**config.mk**
```make
export PLATFORM = sky130hd
export DESIGN_NAME = axi_read_arbiter
export DESIGN_NICKNAME = d
export VERILOG_FILES = /design/src/rtl/axi_pkg.sv /design/src/rtl/rr_arb2.sv /design/src/rtl/axi_read_arbiter.sv
export SDC_FILE = /design/constraint.sdc
export NUM_CORES = 1
export LEC_CHECK = 0
export ABC_AREA = 1
export CELL_PAD_IN_SITES_DETAIL_PLACEMENT = 0
export CELL_PAD_IN_SITES_GLOBAL_PLACEMENT = 2
export CORE_ASPECT_RATIO = 0.5
export CORE_UTILIZATION = 15
export CTS_BUF_LIST = sky130_fd_sc_hd__clkbuf_8
export DETAILED_ROUTE_END_ITERATION = 12
export PLACE_DENSITY_LB_ADDON = 0.1
export SLEW_MARGIN = 20
export SYNTH_ARGS = -nofsm -noshare
export SYNTH_HDL_FRONTEND = slang
export SYNTH_SLANG_ARGS = --single-unit
```
**constraint.sdc**
```tcl
create_clock -name clk -period 2.9 [get_ports clk]
set_input_delay 0.58 -clock clk [delete_from_list [all_inputs] [get_ports clk]]
set_output_delay 0.58 -clock clk [all_outputs]
set_load 0.02 [all_outputs]
```
**src/rtl/axi_pkg.sv**
```systemverilog
// Shared constants for the AXI read arbiter.
//   ARB_*       : 2-bit arbiter state encoding (IDLE / ADDR / DATA)
//   AXI_*       : fixed AR-channel attributes driven toward memory
//   REQ_F/REQ_L : requester indices (fetch = 0, load = 1)
package axi_pkg;

  localparam logic [1:0] ARB_IDLE = 2'd0;
  localparam logic [1:0] ARB_ADDR = 2'd1;
  localparam logic [1:0] ARB_DATA = 2'd2;

  localparam logic [1:0] AXI_BURST_INCR = 2'b01;
  localparam logic [2:0] AXI_SIZE_8B    = 3'd3;

  localparam logic REQ_F = 1'b0;
  localparam logic REQ_L = 1'b1;

  typedef enum logic [1:0] {
    ST_IDLE = ARB_IDLE,
    ST_ADDR = ARB_ADDR,
    ST_DATA = ARB_DATA
  } arb_state_e;

endpackage

```
**src/rtl/rr_arb2.sv**
```systemverilog
// Two-input round-robin picker, purely combinational.
//   req[1:0]   : request vector (bit 0 = fetch, bit 1 = load)
//   last_grant : index granted most recently (register lives in the parent)
//   grant      : chosen index, meaningful only when valid
//   valid      : at least one request present
module rr_arb2
  import axi_pkg::*;
(
  input  logic [1:0] req,
  input  logic       last_grant,
  output logic       grant,
  output logic       valid
);

  always_comb begin
    valid = |req;
    grant = REQ_F;
    if (req == 2'b11) begin
      // Tie: the side that did not win last time goes first.
      grant = ~last_grant;
    end else if (req[1]) begin
      grant = REQ_L;
    end
  end

endmodule

```
**src/rtl/axi_read_arbiter.sv**
```systemverilog
// Shares one AXI4 read port (AR + R) between instruction fetch (F) and the
// load unit (L). One transaction is outstanding at a time; the grant is held
// from AR issue until the last R beat. A fetch flush drains the remaining
// beats of an in-flight fetch burst internally.
//   f_* / l_*   : requester AR handshake and R delivery per port
//   rdata       : shared read data, qualified by each port's rvalid
//   m_*         : AXI master read port toward memory
//   busy        : arbiter is not idle
//
// Handshakes: a transfer happens on a rising clk edge where valid and ready
// are both high; a valid, once raised, is held with its payload stable until
// the matching ready is seen.
module axi_read_arbiter
  import axi_pkg::*;
#(
  parameter int ADDR_W = 32,
  parameter int DATA_W = 64,
  parameter int LEN_W  = 8
) (
  input  logic              clk,
  input  logic              rst_n,
  input  logic              f_arvalid,
  input  logic [ADDR_W-1:0] f_araddr,
  input  logic [LEN_W-1:0]  f_arlen,
  output logic              f_arready,
  output logic              f_rvalid,
  output logic              f_rlast,
  input  logic              f_rready,
  input  logic              f_flush,
  input  logic              l_arvalid,
  input  logic [ADDR_W-1:0] l_araddr,
  input  logic [LEN_W-1:0]  l_arlen,
  output logic              l_arready,
  output logic              l_rvalid,
  output logic              l_rlast,
  input  logic              l_rready,
  output logic [DATA_W-1:0] rdata,
  output logic              m_arvalid,
  output logic [ADDR_W-1:0] m_araddr,
  output logic [LEN_W-1:0]  m_arlen,
  output logic [2:0]        m_arsize,
  output logic [1:0]        m_arburst,
  input  logic              m_arready,
  input  logic              m_rvalid,
  input  logic [DATA_W-1:0] m_rdata,
  input  logic              m_rlast,
  output logic              m_rready,
  output logic              busy
);

  arb_state_e        state_q, state_d;
  logic              grant_q, grant_d;
  logic              last_grant_q, last_grant_d;
  logic              drop_q, drop_d;
  logic [ADDR_W-1:0] araddr_q, araddr_d;
  logic [LEN_W-1:0]  arlen_q, arlen_d;

  logic arb_grant;
  logic arb_valid;
  logic flush_now;
  logic drop_eff;
  logic g_rready;

  // A fetch request raised together with a flush is already stale.
  rr_arb2 u_rr (
    .req        ({l_arvalid, f_arvalid & ~f_flush}),
    .last_grant (last_grant_q),
    .grant      (arb_grant),
    .valid      (arb_valid)
  );

  always_comb begin
    state_d      = state_q;
    grant_d      = grant_q;
    last_grant_d = last_grant_q;
    drop_d       = drop_q;
    araddr_d     = araddr_q;
    arlen_d      = arlen_q;
    f_arready    = 1'b0;
    l_arready    = 1'b0;
    f_rvalid     = 1'b0;
    f_rlast      = 1'b0;
    l_rvalid     = 1'b0;
    l_rlast      = 1'b0;
    rdata        = '0;
    m_rready     = 1'b0;
    g_rready     = 1'b0;
    flush_now    = f_flush & (grant_q == REQ_F);
    // Drop takes effect in the flush cycle itself, not only afterwards.
    drop_eff     = drop_q | flush_now;

    case (state_q)
      ST_IDLE: begin
        if (arb_valid) begin
          grant_d      = arb_grant;
          last_grant_d = arb_grant;
          drop_d       = 1'b0;
          state_d      = ST_ADDR;
          if (arb_grant == REQ_F) begin
            f_arready = 1'b1;
            araddr_d  = f_araddr;
            arlen_d   = f_arlen;
          end else begin
            l_arready = 1'b1;
            araddr_d  = l_araddr;
            arlen_d   = l_arlen;
          end
        end
      end
      ST_ADDR: begin
        if (flush_now) drop_d = 1'b1;
        if (m_arready) state_d = ST_DATA;
      end
      ST_DATA: begin
        g_rready = (grant_q == REQ_F) ? f_rready : l_rready;
        m_rready = drop_eff | g_rready;
        rdata    = m_rdata;
        if (grant_q == REQ_F) begin
          f_rvalid = m_rvalid & ~drop_eff;
          f_rlast  = m_rlast;
        end else begin
          l_rvalid = m_rvalid;
          l_rlast  = m_rlast;
        end
        if (flush_now) drop_d = 1'b1;
        if (m_rvalid & m_rready & m_rlast) begin
          state_d = ST_IDLE;
          drop_d  = 1'b0;
        end
      end
      default: state_d = ST_IDLE;
    endcase
  end

  always_ff @(posedge clk or negedge rst_n) begin
    if (!rst_n) begin
      state_q      <= ST_IDLE;
      grant_q      <= REQ_F;
      last_grant_q <= REQ_L;
      drop_q       <= 1'b0;
      araddr_q     <= '0;
      arlen_q      <= '0;
    end else begin
      state_q      <= state_d;
      grant_q      <= grant_d;
      last_grant_q <= last_grant_d;
      drop_q       <= drop_d;
      araddr_q     <= araddr_d;
      arlen_q      <= arlen_d;
    end
  end

  assign m_arvalid = (state_q == ST_ADDR);
  assign m_araddr  = araddr_q;
  assign m_arlen   = arlen_q;
  assign m_arsize  = AXI_SIZE_8B;
  assign m_arburst = AXI_BURST_INCR;
  assign busy      = (state_q != ST_IDLE);

endmodule

```
==> key figures <==
Run status
  • Status: finished clean

Synth
  • Library cells used by synthesis: 24
  • Top-count cell post-synth: nand2_1
  • Most common flop cell mapped by yosys: dfrtp_1
  • Syn Area/Cell: 6.78 um^2
  • Post-synth EDFFs: 0
  • Biggest area consumer among synthesized cells: dfrtp_1
  • Post-synth top cells: nand2_1 (85), inv_1 (79), o21ai_0 (63), o21ai_1 (59), dfrtp_1 (44)
  • Synth top area share: 0.377
  • Synth warn: 0
  • Async SR Flop Fraction: 1.00
  • Mapped cell area: 2920 um^2
  • Post-Synthesis Cells: 431
  • Synth Register Bits: 45
  • Synth area leaders: dfrtp_1 (38%), nand2_1 (11%), o21ai_0 (11%), inv_1 (10%), o21ai_1 (10%)
  • Register area share after synthesis: 0.386

Setup path
  • Req. time, crit path: 2.32 ns
  • Top cell by count, worst path: clkdlybuf4s50_1
  • WS Path Type: in2out
  • Critical path buffer and inverter count: 3
  • Critical Path Start: f_flush
  • CP Cell Sequence: clkdlybuf4s50_1, inv_1, nand3_2, nand2_2, nor3b_2, clkdlybuf4s50_1
  • Worst setup SP type: input pin
  • Worst Path Arrival: 2.16 ns
  • Top delay family on crit path: buffers and inverters
  • Critical Path End Type: primary output
  • Max FO, Critical Path: 4
  • Slowest stage delay, CP: 0.62 ns
  • Reg2reg start: state_q[0]$_DFFE_PN0P_
  • Slowest library cell on the worst path: clkdlybuf4s50_1

CTS
  • Resize count post-CTS: 0
  • Number of setup buffers added after CTS: 0
  • CTS max path bufs: 2
  • Clk Latency, worst-skew pair: 0.30 ns
  • CTS Sinks: 45
  • CTS Buf Count: 5
  • Hold-fix buffers, CTS: 0
  • Clk slew on worst S/H paths: 0.09 ns
  • H-tree Lvls: 2
  • CTS tree: built
  • Root buf cell: clkbuf_8

Global route
  • Total GRT Usage: 0.140
  • Global-route wire length before repair: 21300 um
  • Largest net degree at the start of global routing: 65
  • Initial antenna violation count: 2
  • Gr ovfl total: 0
  • Vias in the first global route: 3525

Detailed routing
  • First-pass iteration count of the detailed router: 4
  • Initial DRC Count: 118
  • Routed WL: 14800 um
  • Vias: 3692
  • DRC viols: 0
  • DR WL/cell: 15.8 um
  • ANT nets after route: 0
  • Vias/cell: 3.92

Layout
  • Fin cells: 942
  • Register area: 1130 um^2
  • NumNets Final: 840
  • Filler cell count in the final layout: 2072
  • Share of layout cells above drive strength 1: 0.0425
  • Final Cell Area: 5910 um^2
  • ANT cells: 0
  • Multi-input gate area in the final layout: 1310 um^2
  • Area Overhead vs Synth: 102%

Die
  • IO Count: 272
  • Starting Density: 0.156
  • Core Region: 18700 um^2
  • Die X: 199 um
  • Row count: 35
  • Die Span Y: 101 um
  • Die area: 20100 um^2

Timing
  • Hold slack: 0.373 ns
  • Tcrit/Tclk final: 0.944
  • Tmin final: 2.74 ns
  • Final setup skew: 0.00639 ns
  • Final Hold Vio Count: 0
  • RSZ-0062 raised after global routing: false
  • Finish-stage setup viols: 0
  • Slew Viols, Final: 0
  • Slew @ Worst Pin: 0.948 ns
  • Max Fclk: 0.365 GHz
  • Max-slew headroom: 0.366
  • Post-Route Setup TNS: 0 ns

Power and ir drop
  • Pleak: 2.76 nW
  • Worst vdd ir: 253 uV
  • Total Power: 4.60 mW
  • Power Dens Cells: 779 nW/um^2

Placement
  • Port-buffer cells: 266
  • Dpl cell area: 5820 um^2
  • Final RePlAce weighted congestion: 0.735
  • DP HPWL: 11200 um
  • Placed cells: 934

Job
  • Max Cap Viol: 0

Min path
  • Type of the most critical hold path: in2async
==> registers in the layout, summed over array words and instances (netlist names) <==
register,flops
drop_q,1
grant_q,1
last_grant_q,1
m_araddr,32
m_arlen,8
state_q,2
==> stage by stage <==
stage	worst slack [ns]	utilization
detailed placement	0.0772	0.310
global placement	0.0581	0.310
global route	0.0450	0.315
floorplan	0.847	-
CTS	0.0689	0.315
finish	0.163	0.315
==> worst register-to-register path, stage by stage, from the launching register on <==
cell and delay [ns]:
dfrtp_1 0.42, inv_1 0.10, ha_1 0.22, inv_2 0.10, nor2_4 0.75, o21ai_0 0.24, o21ai_1 0.16
==> worst paths after layout <==
path | end | slack, ns | cells after the start
max | f_arready | 0.16 | 6
min | m_araddr[17]$_DFFE_PN0P_ | 0.37 | 2
max reg2reg | m_araddr[5]$_DFFE_PN0P_ | 0.83 | 6
min reg2reg | last_grant_q$_DFFE_PN1P_ | 0.49 | 2
max in group asynchronous | state_q[1]$_DFFE_PN0P_ | 2.10 | 2
min in group clk | last_grant_q$_DFFE_PN1P_ | 0.49 | 2
==> layout by cell type, fill, tap and decap left out <==
master and n:
a21oi_1 42, a21oi_4 1, buf_12 1, buf_2 2, buf_4 11, clkbuf_8 6, clkdlybuf4s50_1 263, conb_1 5
dfrtp_1 44, dfstp_2 1, dlymetal6s2s_1 1, ha_1 3, ha_2 1, inv_1 81, inv_2 1, nand2_1 85
nand2_2 1, nand3_1 2, nand3_2 1, nor2_1 2, nor2_4 1, nor3_1 3, nor3b_2 1, nor4_1 1
o21ai_0 63, o21ai_1 59, or2_2 1
==> power breakdown <==
group	leakage [nW]	internal, mW	switching [mW]	total, mW
Sequential	0.547	0.946	0.163	1.11
Combinational	2.16	1.38	1.70	3.08
Clock	0.0538	0.188	0.230	0.419
Total	2.76	2.51	2.10	4.60
==> per-layer routing <==
metal  GRT usage  part of all wire  wire length, um  vias up
met2       0.250              0.49             7210      126
met3      0.0378             0.076             1120        9
li1            -                 -                -     1853
met5           0            0.0018               27        -
met1       0.171              0.43             6420     1700
met4      0.0206            0.0039               58        4
==> final cells by class <==
class	count	share of cell area
clock inverters	2	0.00127
clock buffers	6	0.0140
multi-input cells	272	0.222
repair buffers	278	0.466
well taps	259	0.0548
inverters	80	0.0508
flip-flops and latches	45	0.191
==> cell families after synthesis <==
logic type / Yosys count / synth area share
other: 2 / 0.00257
adders and majority gates: 4 / 0.0171
and+or+nand+nor: 98 / 0.137
AOI/OAI and AO/OA: 165 / 0.286
buffers and inverters: 117 / 0.172
DFF: 45 / 0.386
(Power assumes the default switching activity.)
